===== src/rtl/ex_alu_if.sv =====
// Execute-stage ALU request/result bundle: operation request in, registered result and status out.
`timescale 1ns/1ps
interface ex_alu_if #(
    parameter int unsigned WIDTH = 32
);
    logic             start_i;
    logic [2:0]       ALUCtrl_i;
    logic [WIDTH-1:0] data1_i;
    logic [WIDTH-1:0] data2_i;
    logic [WIDTH-1:0] data_o;
    logic             zero_o;
    logic             done_o;
    logic             busy_o;

    modport master (
        output start_i,
        output ALUCtrl_i,
        output data1_i,
        output data2_i,
        input  data_o,
        input  zero_o,
        input  done_o,
        input  busy_o
    );

    modport slave (
        input  start_i,
        input  ALUCtrl_i,
        input  data1_i,
        input  data2_i,
        output data_o,
        output zero_o,
        output done_o,
        output busy_o
    );
endinterface


===== src/rtl/ex_alu.sv =====
// Execute-stage ALU: single-cycle AND/OR/ADD/SUB, iterative shift-add MUL that stalls the pipe via busy_o.
`timescale 1ns/1ps
module ex_alu #(
    parameter int unsigned WIDTH = 32
) (
    input  logic    clk_i,
    input  logic    rst_i,
    ex_alu_if.slave bus
);

    localparam int unsigned     CNT_W    = (WIDTH > 1) ? $clog2(WIDTH) : 1;
    localparam logic [CNT_W-1:0] CNT_LAST = CNT_W'(WIDTH - 1);

    typedef enum logic {
        IDLE = 1'b0,
        MUL  = 1'b1
    } state_t;

    typedef enum logic [2:0] {
        OP_AND = 3'b000,
        OP_OR  = 3'b001,
        OP_ADD = 3'b010,
        OP_SUB = 3'b011,
        OP_MUL = 3'b100
    } alu_op_t;

    state_t           state_q, state_d;
    logic [WIDTH-1:0] mcand_q, mcand_d;
    logic [WIDTH-1:0] mplier_q, mplier_d;
    logic [WIDTH-1:0] acc_q, acc_d;
    logic [CNT_W-1:0] cnt_q, cnt_d;
    logic [WIDTH-1:0] data_q, data_d;
    logic             zero_q, zero_d;
    logic             done_q, done_d;

    logic [WIDTH-1:0] alu_res;
    logic [WIDTH-1:0] acc_step;

    // Reserved codes (and MUL, which never takes this path) produce zero.
    always_comb begin
        alu_res = '0;
        case (bus.ALUCtrl_i)
            OP_AND:  alu_res = bus.data1_i & bus.data2_i;
            OP_OR:   alu_res = bus.data1_i | bus.data2_i;
            OP_ADD:  alu_res = bus.data1_i + bus.data2_i;
            OP_SUB:  alu_res = bus.data1_i - bus.data2_i;
            default: alu_res = '0;
        endcase
    end

    assign acc_step = mplier_q[0] ? (acc_q + mcand_q) : acc_q;

    always_comb begin
        state_d  = state_q;
        mcand_d  = mcand_q;
        mplier_d = mplier_q;
        acc_d    = acc_q;
        cnt_d    = cnt_q;
        data_d   = data_q;
        zero_d   = zero_q;
        done_d   = 1'b0;

        case (state_q)
            IDLE: begin
                if (bus.start_i) begin
                    if (bus.ALUCtrl_i == OP_MUL) begin
                        mcand_d  = bus.data1_i;
                        mplier_d = bus.data2_i;
                        acc_d    = '0;
                        cnt_d    = '0;
                        state_d  = MUL;
                    end else begin
                        data_d = alu_res;
                        zero_d = (alu_res == '0);
                        done_d = 1'b1;
                    end
                end
            end
            MUL: begin
                acc_d    = acc_step;
                mcand_d  = mcand_q << 1;
                mplier_d = mplier_q >> 1;
                cnt_d    = cnt_q + CNT_W'(1);
                // Final step publishes the accumulator including this edge's add.
                if (cnt_q == CNT_LAST) begin
                    data_d  = acc_step;
                    zero_d  = (acc_step == '0);
                    done_d  = 1'b1;
                    state_d = IDLE;
                end
            end
            default: state_d = IDLE;
        endcase
    end

    always_ff @(posedge clk_i or negedge rst_i) begin
        if (!rst_i) begin
            state_q  <= IDLE;
            mcand_q  <= '0;
            mplier_q <= '0;
            acc_q    <= '0;
            cnt_q    <= '0;
            data_q   <= '0;
            zero_q   <= 1'b1;
            done_q   <= 1'b0;
        end else begin
            state_q  <= state_d;
            mcand_q  <= mcand_d;
            mplier_q <= mplier_d;
            acc_q    <= acc_d;
            cnt_q    <= cnt_d;
            data_q   <= data_d;
            zero_q   <= zero_d;
            done_q   <= done_d;
        end
    end

    assign bus.data_o = data_q;
    assign bus.zero_o = zero_q;
    assign bus.done_o = done_q;
    assign bus.busy_o = (state_q == MUL);

endmodule


===== src/flat_wrapper.sv =====
// flat-port wrapper written by rule: the top's interface ports become plain ports
module ex_alu_flat 
#(
    parameter int unsigned WIDTH = 32
)
  (clk_i, rst_i, bus_start_i, bus_ALUCtrl_i, bus_data1_i, bus_data2_i, bus_data_o, bus_zero_o, bus_done_o, bus_busy_o);
  ex_alu_if #(.WIDTH(WIDTH)) bus_i ();
  input  logic clk_i;
  input  logic rst_i;
  input wire logic [$bits(bus_i.start_i)-1:0] bus_start_i;
  input wire logic [$bits(bus_i.ALUCtrl_i)-1:0] bus_ALUCtrl_i;
  input wire logic [$bits(bus_i.data1_i)-1:0] bus_data1_i;
  input wire logic [$bits(bus_i.data2_i)-1:0] bus_data2_i;
  output wire logic [$bits(bus_i.data_o)-1:0] bus_data_o;
  output wire logic [$bits(bus_i.zero_o)-1:0] bus_zero_o;
  output wire logic [$bits(bus_i.done_o)-1:0] bus_done_o;
  output wire logic [$bits(bus_i.busy_o)-1:0] bus_busy_o;
  assign bus_i.start_i = bus_start_i;
  assign bus_i.ALUCtrl_i = bus_ALUCtrl_i;
  assign bus_i.data1_i = bus_data1_i;
  assign bus_i.data2_i = bus_data2_i;
  assign bus_data_o = bus_i.data_o;
  assign bus_zero_o = bus_i.zero_o;
  assign bus_done_o = bus_i.done_o;
  assign bus_busy_o = bus_i.busy_o;
  ex_alu #(.WIDTH(WIDTH)) u_core (.clk_i(clk_i), .rst_i(rst_i), .bus(bus_i));
endmodule

===== config.mk =====
export PLATFORM = sky130hd
export DESIGN_NAME = ex_alu_flat
export DESIGN_NICKNAME = d
export VERILOG_FILES = /design/src/rtl/ex_alu_if.sv /design/src/rtl/ex_alu.sv /design/src/flat_wrapper.sv
export SDC_FILE = /design/constraint.sdc
export NUM_CORES = 1
export LEC_CHECK = 0
export BUFFER_PORTS_ARGS = -buffer_cell sky130_fd_sc_hd__buf_4
export CELL_PAD_IN_SITES_DETAIL_PLACEMENT = 0
export CELL_PAD_IN_SITES_GLOBAL_PLACEMENT = 1
export CORE_UTILIZATION = 45
export CTS_CLUSTER_SIZE = 25
export DETAILED_ROUTE_END_ITERATION = 12
export PLACE_DENSITY_LB_ADDON = 0.1
export SLEW_MARGIN = 5
export SYNTH_ARGS = -nofsm -noshare
export SYNTH_HDL_FRONTEND = slang
export SYNTH_SLANG_ARGS = --single-unit
export TNS_END_PERCENT = 50

===== constraint.sdc =====
create_clock -name clk_i -period 4.8 [get_ports clk_i]
set_input_delay 0.96 -clock clk_i [delete_from_list [all_inputs] [get_ports clk_i]]
set_output_delay 0.96 -clock clk_i [all_outputs]
set_load 0.05 [all_outputs]

======== Word-level counts from Yosys, hierarchy flattened ========
Index checks and enable logic that the tools add are counted.
cells by class
  $add $sub $neg .......................... 4
  equality and inequality tests ........... 9
  muxes and demuxes ....................... 30
  bitwise logic cells ..................... 3
  reductions and logical operators ........ 5
operator list
  kind                   count
  $mux W32               10
  $pmux W32 S2           4
  $pmux W32 S4           1
  $add A32 B32 Y32       2
  $logic_not A32 Y1      2
  $and A32 B32 Y32       1
  $or A32 B32 Y32        1
  $sub A32 B32 Y32       1
  $mux W5                2
  $pmux W5 S2            1
  $mux W1                9
  $eq A3 B2 Y1 const B   2
  $ne A2 B2 Y1 const B   3
  $pmux W1 S2            3
  $add A5 B1 Y5 const B  1
  $eq A5 B5 Y1 const B   1
  $eq A3 B1 Y1 const B   1
  $eq A3 B3 Y1 const B   1
  $logic_not A3 Y1       1
  $reduce_and A3 Y1      1
  $ne A2 B1 Y1 const B   1
  $reduce_and A2 Y1      1
  $not A1 Y1             1
storage, ports and cells
  register bits ........................... 136
  input port bits ......................... 70
  output and inout port bits .............. 35
  logic and storage cells ................. 59

======== Logic depth before layout (Yosys ltp) ========
Gate-level depths: netlist of run 1.
  word-level depth ........................ 6
  depth in mapped cells ................... 21
  mapped depth without buffers ............ 21

======== Least setup slack after synthesis of run 1 ========
OpenSTA, ideal clock, no wires.
  kind .................................... input -> register
  from .................................... input port bus_ALUCtrl_i[2]
  to ...................................... register u_core.zero_q (netlist: u_core.bus.zero_o)
  setup time .............................. 80 ps
  arrival time ............................ 5145 ps
  required time ........................... 4720 ps
  path slack .............................. -425 ps
  cell stages on the path ................. 21
  path buffers ............................ 5
  path through ............................ clkbuf_1 > nor2b_1 > clkbuf_1 > clkbuf_1 > and2_1 > clkbuf_1 > a21oi_1 > xnor2_1 > ha_1 > clkbuf_1 > and4_1 > or3b_1 > a211o_1 > a311oi_1 > o211a_1 > o21ai_1 > a31oi_1 > o2111ai_1 > nor4b_1 > nand3_1 > o221ai_2
between the ends
  cells in the longest elaborated chain, start to end .. 6
  elaborated cells on any way between the ends .. 12
  those cells by class .................... 5 x eq/ne; 4 x mux; 3 x reduce/logical
RTL lines
  item                                  line                RTL
  start, declared                       flat_wrapper.sv:11  input wire logic [$bits(bus_i.ALUCtrl_i)-1:0] bus_ALUCtrl_i;
  $eq A3 B2 Y1 (tied with other cells)  ex_alu.sv:42        case (bus.ALUCtrl_i)
  $pmux W32 S4                          ex_alu.sv:42
  $logic_not A32 Y1                     ex_alu.sv:74        zero_d = (alu_res == '0);
  $mux W1                               ex_alu.sv:66        if (bus.ALUCtrl_i == OP_MUL) begin
  $mux W1                               ex_alu.sv:65        if (bus.start_i) begin
  $pmux W1 S2                           ex_alu.sv:63        case (state_q)
  end signal, assigned                  ex_alu.sv:113       zero_q <= zero_d;
  end, declared                         ex_alu.sv:33        logic zero_q, zero_d;
Parallel ways exist; a longest one is shown, timed or not. The select of a mux whose other input is x is not followed.
A chain may end at the register's enable or synchronous reset.

======== Final worst setup path of run 1 ========
  from .................................... input port bus_data2_i[14]
  to ...................................... register u_core.zero_q (netlist: u_core.bus.zero_o)
between the ends
  cells in the longest elaborated chain, start to end .. 6
  elaborated cells on any way between the ends .. 9
  those cells by class .................... 2 x add/sub; 4 x mux; 2 x bitwise; 1 x reduce/logical
RTL lines
  item                                      line                RTL
  start, declared                           flat_wrapper.sv:13  input wire logic [$bits(bus_i.data2_i)-1:0] bus_data2_i;
  $sub A32 B32 Y32 (tied with other cells)  ex_alu.sv:46        OP_SUB: alu_res = bus.data1_i - bus.data2_i;
  $pmux W32 S4 *                            ex_alu.sv:42
  $logic_not A32 Y1 *                       ex_alu.sv:74
  $mux W1 *                                 ex_alu.sv:66
  $mux W1 *                                 ex_alu.sv:65
  $pmux W1 S2 *                             ex_alu.sv:63
Every way passes the cells marked *; elsewhere a longest branch is shown, timed or not. The select of a mux whose other input is x is not followed.

==> summary.txt, run 1 <==
Detailed routing
  • Wl on met1: 19,300 um
  • Met2 wire length: 15,700 um
  • Residual DRC: 0
  • 1st-iter DRT viols: 939
  • Antenna Violating Nets Remaining: 0
  • Detailed Route WL: 37,300 um
  • Met3 Routed Length: 1810 um
  • Detailed-route wire length per cell: 19.0 um
  • DR vias/cell: 5.80
  • Vias: 11,398
  • DRT Pass-1 Iters: 5
  • Highest routed layer: met4

CTS
  • TritonCTS buffer count: 17
  • CTS max path bufs: 2
  • Clock Sinks: 136
  • Post-CTS Hold Buffers: 0
  • Worst-Skew Late Latency: 440 ps
  • Clk Tree Root Cell: clkbuf_16
  • Clock slew at reported path FFs: 70 ps
  • H-Tree Depth: 4
  • CTS tree: yes

Floorplan
  • Die width: 163 um
  • Core area: 25,400 sq um
  • Core Rows: 58
  • Die area: 26,700 sq um
  • Ports: 105
  • Starting Density: 46.2%
  • Die height: 163 um

Power
  • VDD IR-drop max: 0.439 mV
  • Pwr dens: 525 nW/um^2
  • Leakage power: 6.93 nW

Critical path
  • Critical path launch point type: input pin
  • R2R setup slack: 700 ps
  • Maximum fanout along the worst path: 3
  • WS Path Type: in2reg
  • Critical Path AT: 4890 ps
  • Critical Path RT: 5150 ps
  • Crit end category: register

Min path
  • Hold Path Class: reg2reg

Placed design
  • Input/output buffers: 104
  • Dpl hpwl: 28,600 um
  • Final GP Congestion: 0.927
  • Dpl ws: -201 ps

Timing
  • Final setup skew: 15.2 ps
  • Final Max Tran Viols: 0
  • Final Hold Fails: 0
  • Setup TNS Final: 0 ps
  • Slew HR: 43.8%
  • Maximum clock frequency: 221 MHz
  • Actual slew at the worst max-slew pin: 842 ps
  • RSZ-0062 raised after global routing: false
  • Crit share post-route: 94.4%
  • Final setup violation count: 0
  • Crit path time final: 4530 ps
  • Post-route setup slack: 267 ps

Yosys
  • Post-synthesis sequential area ratio: 29.0%
  • Post-Syn Area: 11,700 sq um
  • Most used DFF post-synth: dfrtp_1
  • Syn avg cell area: 8.16 sq um
  • Mapped Cells: 1,438
  • Synth cell types: 99
  • Ys async rst share: 100%
  • YS warnings: 0
  • Post-synth net total: 1,577
  • EDFF count, synth: 0
  • Seq cells post-synth: 136

Cells and area
  • Ratio of cells with drive above 1 in the final layout: 21.4%
  • Area growth syn-to-layout: 22.7%
  • ANT cells: 0
  • Fill cells: 2,437
  • NumNets Final: 1,761

Status
  • Outcome: finished, final reports clean

Global route
  • Largest net degree at the start of global routing: 96
  • First-pass GRT wire length: 58,700 um
  • Global route total overflow: 0
  • Gr usage total: 28.5%
  • Vias in the first global route: 10,580
  • Initial antenna violation count: 0

Job
  • Max capacitance violation total: 0
[worst max-delay path, stage by stage]
cell and delay, ps:
buf_4 110, or4_4 560, nor4_4 180, or2b_1 260
o21ai_0 200, xor2_1 170, ha_1 270, a21oi_1 130
o21ai_0 160, o32ai_2 370, a311oi_1 120, o211a_1 260
or3_1 360, a31oi_2 220, o2111ai_1 160, nor4b_2 240
nand3_1 110, o221ai_2 70
[flip-flops by register name (all words and copies together) (netlist names)]
signal / cells
u_core.mplier_q: 32
u_core.bus.zero_o: 1
u_core.acc_q: 32
u_core.bus.done_o: 1
u_core.cnt_q: 5
u_core.mcand_q: 32
u_core.bus.busy_o: 1
u_core.bus.data_o: 32
[logic make-up (layout without fill, tap and decap cells)]
logic type | Yosys count | in the layout | synth area share, %
compound gates | 453 | 453 | 25.1
xor+xnor | 69 | 69 | 5.15
buf+inv | 121 | 318 | 3.96
flops | 136 | 136 | 29.0
simple gates | 477 | 477 | 19.5
mux | 103 | 103 | 8.99
fa+ha+maj | 79 | 79 | 8.34
[metrics by stage]
step           cell area, sq um  instances  util [%]  power, mW  hold slack [ps]
6_report                  14400       1965      56.6       7.56              487
3_3_place_gp              13800       1933      54.2       6.05              460
3_5_place_dp              13800       1933      54.2       6.12              469
4_1_cts                   14400       1965      56.6       7.55              487
2_1_floorplan             11700       1438         -       4.84              453
5_1_grt                   14400       1965      56.6       8.11              500
[final timing paths]
path	start	endpoint	depth (start not counted)
max reg2reg	u_core.acc_q[0]	u_core.bus.zero_o	13
max	bus_data2_i[14]	u_core.bus.zero_o	18
min reg2reg	u_core.mplier_q[9]	u_core.mplier_q[8]	2
max in group asynchronous	rst_i	u_core.bus.busy_o	2
min in group asynchronous	rst_i	u_core.mplier_q[4]	1
min	u_core.mplier_q[9]	u_core.mplier_q[8]	2
[per-layer routing]
layer / vias to the layer above / global-route usage (%)
met5: - / 0
met3: 28 / 4.06
met1: 5428 / 44.5
met2: 311 / 41.2
li1: 5631 / -
met4: 0 / 5.40
[cell type report]
class	count	area, sq um	share of cell area, %
multi-input cells	1181	7920	55.0
clock inverters	13	156	1.09
flip-flops and latches	136	3410	23.7
clock buffers	19	443	3.08
inverters	27	101	0.704
well taps	330	413	2.87
repair buffers	259	1950	13.5
[timing repair]
action	CTS	global route
gates resized for setup	0	4
endpoints found under the setup margin	0	1
setup buffers	0	0
[power by group]
group | switching [mW] | internal (mW) | total, mW | leakage, nW
Clock | 0.598 | 0.795 | 1.39 | 0.288
Combinational | 2.60 | 1.61 | 4.21 | 4.90
Sequential | 0.366 | 1.59 | 1.96 | 1.74
Total | 3.56 | 3.99 | 7.56 | 6.93
[synthesized netlist by cell type (18+ instances only)]
master,count,area [sq um]
a21o_1,24,180
a21oi_1,112,561
clkbuf_1,74,278
dfrtp_1,135,3380
ha_1,67,838
inv_1,26,97.6
mux2i_1,84,841
nand2_1,221,830
nand3_1,23,115
nand4_1,25,156
nor2_1,91,342
nor3_1,21,105
o21ai_0,131,656
o31ai_1,18,135
xnor2_1,34,298
xor2_1,35,307
[cells in the final DEF, fill, tap and decap left out, types with 15 or more instances in the layout]
cell type and count:
xor2_1 35, nor2_1 91, o21ai_0 130, o31ai_1 18, nand4_1 25, inv_1 26, a31oi_1 15, clkbuf_16 17
a21o_1 24, buf_4 258, mux2i_1 84, xnor2_1 34, mux2_2 17, o21a_1 15, nor3_1 20, ha_1 67
nand3_1 22, a21oi_1 112, dfrtp_1 133, nand2_1 221
Power figures use the tool's default switching activity.
==> inputs of run 2 (changes only) <==
--- a/config.mk
+++ b/config.mk
@@ -10,3 +10,3 @@
 export CELL_PAD_IN_SITES_GLOBAL_PLACEMENT = 1
-export CORE_UTILIZATION = 45
+export CORE_UTILIZATION = 46
 export CTS_CLUSTER_SIZE = 25
--- a/constraint.sdc
+++ b/constraint.sdc
@@ -3,2 +3,2 @@
 set_output_delay 0.96 -clock clk_i [all_outputs]
-set_load 0.05 [all_outputs]
+set_load 0.1 [all_outputs]
==> run 2 against run 1 <==
  * First-iteration DRC count fell by 15%
  * Largest cell class unchanged
  * Sequential share of layout area is essentially flat
  * Total power up 6.0%
  * Setup slack better by 19 ps
==> summary.txt, run 2 (same netlist as run 1, synthesis figures left out) <==
Critical path
  • Critical path launch point type: input pin
  • WS Path Type: in2reg
  • WP buf/inv: 2 (+1)
  • Critical Path RT: 5150 ps (about the same)
  • Critical Path AT: 4860 ps (-30 ps)
  • Crit end category: register
  • Maximum fanout along the worst path: 4 (+1)
  • Critical Path, Cell by Cell: buf_4 -> or4_4 -> nor4_4 -> or2b_1 -> o21ai_1 -> xor2_1 -> ha_1 -> a21oi_1 -> o21ai_0 -> buf_4 -> nor2_2 -> a311oi_2 -> o211a_1 -> or3_1 -> a31oi_2 -> o2111ai_1 -> nor4b_2 -> nand3_1 -> o221ai_2
  • Max incr delay on CP: 560 ps (about the same)
  • Worst path slowest cell: or4_4
  • CP delay by family, top: simple AND/OR/NAND/NOR gates
  • Critical path's most frequent cell: buf_4

Floorplan
  • Core area: 25,100 sq um (-1.1%)
  • Die height: 162 um (-1.1%)
  • Starting Density: 46.7% (+0.53 points)
  • Core Rows: 58 (unchanged)
  • Ports: 105 (unchanged)
  • Die width: 162 um (-1.1%)
  • Die area: 26,100 sq um (-2.1%)

CTS
  • Post-CTS Hold Buffers: 0 (unchanged)
  • TritonCTS buffer count: 17 (unchanged)
  • CTS max path bufs: 2 (unchanged)
  • Clock Sinks: 136 (unchanged)
  • CTS tree: yes
  • Worst-Skew Late Latency: 430 ps (about the same)
  • Clk Tree Root Cell: clkbuf_16
  • Clock slew at reported path FFs: 60 ps (about the same)
  • Post-CTS Repair Setup Buffers: 0 (unchanged)
  • H-Tree Depth: 4 (unchanged)

Power
  • Gate power share: 58.3% (+2.6 points)
  • VDD IR-drop max: 0.557 mV (+27%)
  • Switching power total: 4.03 mW (+13%)
  • Overall power: 8.01 mW (+6.0%)
  • Part of the power in registers: 25.0% (-0.9 points)
  • Switching Fraction: 50.3% (+3.2 points)
  • Clk pwr share: 16.8% (-1.6 points)
  • Pwr dens: 557 nW/um^2 (+6.0%)
  • Internal: 3.98 mW (-0.41%)
  • Leakage power: 6.91 nW (-0.32%)

Global route
  • Gr usage total: 28.6% (+0.072 points)
  • Initial antenna violation count: 0 (unchanged)
  • Vias in the first global route: 10,513 (-0.63%)
  • Global route total overflow: 0 (unchanged)
  • Largest net degree at the start of global routing: 79 (-18%)
  • First-pass GRT wire length: 58,000 um (-1.1%)

Cells and area
  • Most common cell after layout, fill and taps aside: buf_4
  • NumNets Final: 1,756 (-0.28%)
  • Commonest cells after routing, fill and taps aside: buf_4, nand2_1, dfrtp_1
  • Final std cells w/o fill: 1,960 (-0.25%)
  • Area growth syn-to-layout: 22.7% (about the same)
  • Fill cells: 2,428 (-0.37%)
  • ANT cells: 0 (unchanged)
  • Ratio of cells with drive above 1 in the final layout: 21.7% (+0.31 points)
  • Post-layout util: 57.3% (+0.68 points)

Detailed routing
  • Antenna Violating Nets Remaining: 0 (unchanged)
  • Detailed Route WL: 36,800 um (-1.4%)
  • DR vias/cell: 5.74 (-0.98%)
  • DRT Pass-1 Iters: 5 (unchanged)
  • Vias: 11,258 (-1.2%)
  • 1st-iter DRT viols: 801 (-15%)
  • Residual DRC: 0 (unchanged)
  • Detailed-route wire length per cell: 18.8 um (-1.2%)

Timing
  • Crit path time final: 4510 ps (-19.3 ps)
  • Slew HR: 38.0% (-5.9 points)
  • Crit share post-route: 94.0% (-0.40 points)
  • Post-route setup slack: 286 ps (+19.3 ps)
  • Actual slew at the worst max-slew pin: 929 ps (+87.1 ps)
  • Final Hold Fails: 0 (unchanged)
  • Final Max Tran Viols: 0 (unchanged)
  • Final setup skew: 17.1 ps (+1.86 ps)
  • Final setup violation count: 0 (unchanged)
  • Maximum clock frequency: 222 MHz (+0.43%)
  • RSZ-0062 raised after global routing: true
  • Setup TNS Final: 0 ps (unchanged)

Placed design
  • Final GP Congestion: 0.919 (-0.94%)
  • Input/output buffers: 104 (unchanged)
  • Dpl ws: -223 ps (-21.3 ps)
  • Dpl hpwl: 28,400 um (-0.54%)
  • Placed cell count: 1,928 (-0.26%)

Min path
  • Hold Path Class: reg2reg

Job
  • Max capacitance violation total: 0 (unchanged)

Status
  • Outcome: finished, final reports clean
[run 2: cell types whose count changed in the layout (fill, tap and decap cells not counted), sizes merged]
| cell | before | now |
|---|---|---|
| clkinv | 2 | 5 |
| clkbuf | 19 | 20 |
| inv | 34 | 30 |
| buf | 259 | 254 |
[run 2: power by group through the flow]
stage	combinational, mW	sequential (mW)	clock [mW]
6_report	4.67	2.00	1.34
4_1_cts	4.65	2.00	1.37
2_1_floorplan	2.51	2.86	0
3_5_place_dp	4.62	2.01	0
3_3_place_gp	4.58	2.00	0
5_1_grt	5.08	2.06	1.41
[run 2: worst paths after layout]
kind,from,cells past startpoint,slack [ps],to
max in group asynchronous,rst_i,2,3250,u_core.mplier_q[10]
setup reg to reg,u_core.mcand_q[0],13,760,u_core.bus.zero_o
hold reg to reg,u_core.mplier_q[8],2,480,u_core.mplier_q[7]
setup / recovery,bus_data2_i[14],19,290,u_core.bus.zero_o
min in group asynchronous,rst_i,1,500,u_core.acc_q[27]
hold / removal,u_core.mplier_q[8],2,480,u_core.mplier_q[7]
[run 2: per-layer routing]
layer	routed length, um	up-vias	GRT usage [%]
met5	0	-	0
met4	450	0	5.06
met3	1410	23	3.73
met2	15700	245	42.9
met1	19200	5355	43.9
li1	-	5635	-
[run 2: metrics by stage]
stage	area [sq um]	hold WS, ps
after floorplan	11700	453
after global placement	13700	459
after detailed placement	13700	471
after CTS	14300	486
after global routing	14400	511
final	14400	484
[run 2: repair_timing]
item / CTS / global route
setup endpoints to repair: 0 / 3
hold endpoints to repair: 0 / 0
resized for setup: 0 / 15
[run 2: worst min-delay path: stages, from the launching register on]
cell     delay (ps)
dfrtp_1         340
nand2_1          50
o21ai_0          60
[run 2: cell type report]
class	count	area (sq um)	area share, %
Tap cell	330	413	2.87
Clock buffer	20	447	3.10
Timing Repair Buffer	254	1920	13.4
Sequential cell	136	3410	23.7
Clock inverter	12	141	0.982
Inverter	27	101	0.704
Multi-Input combinational cell	1181	7960	55.3
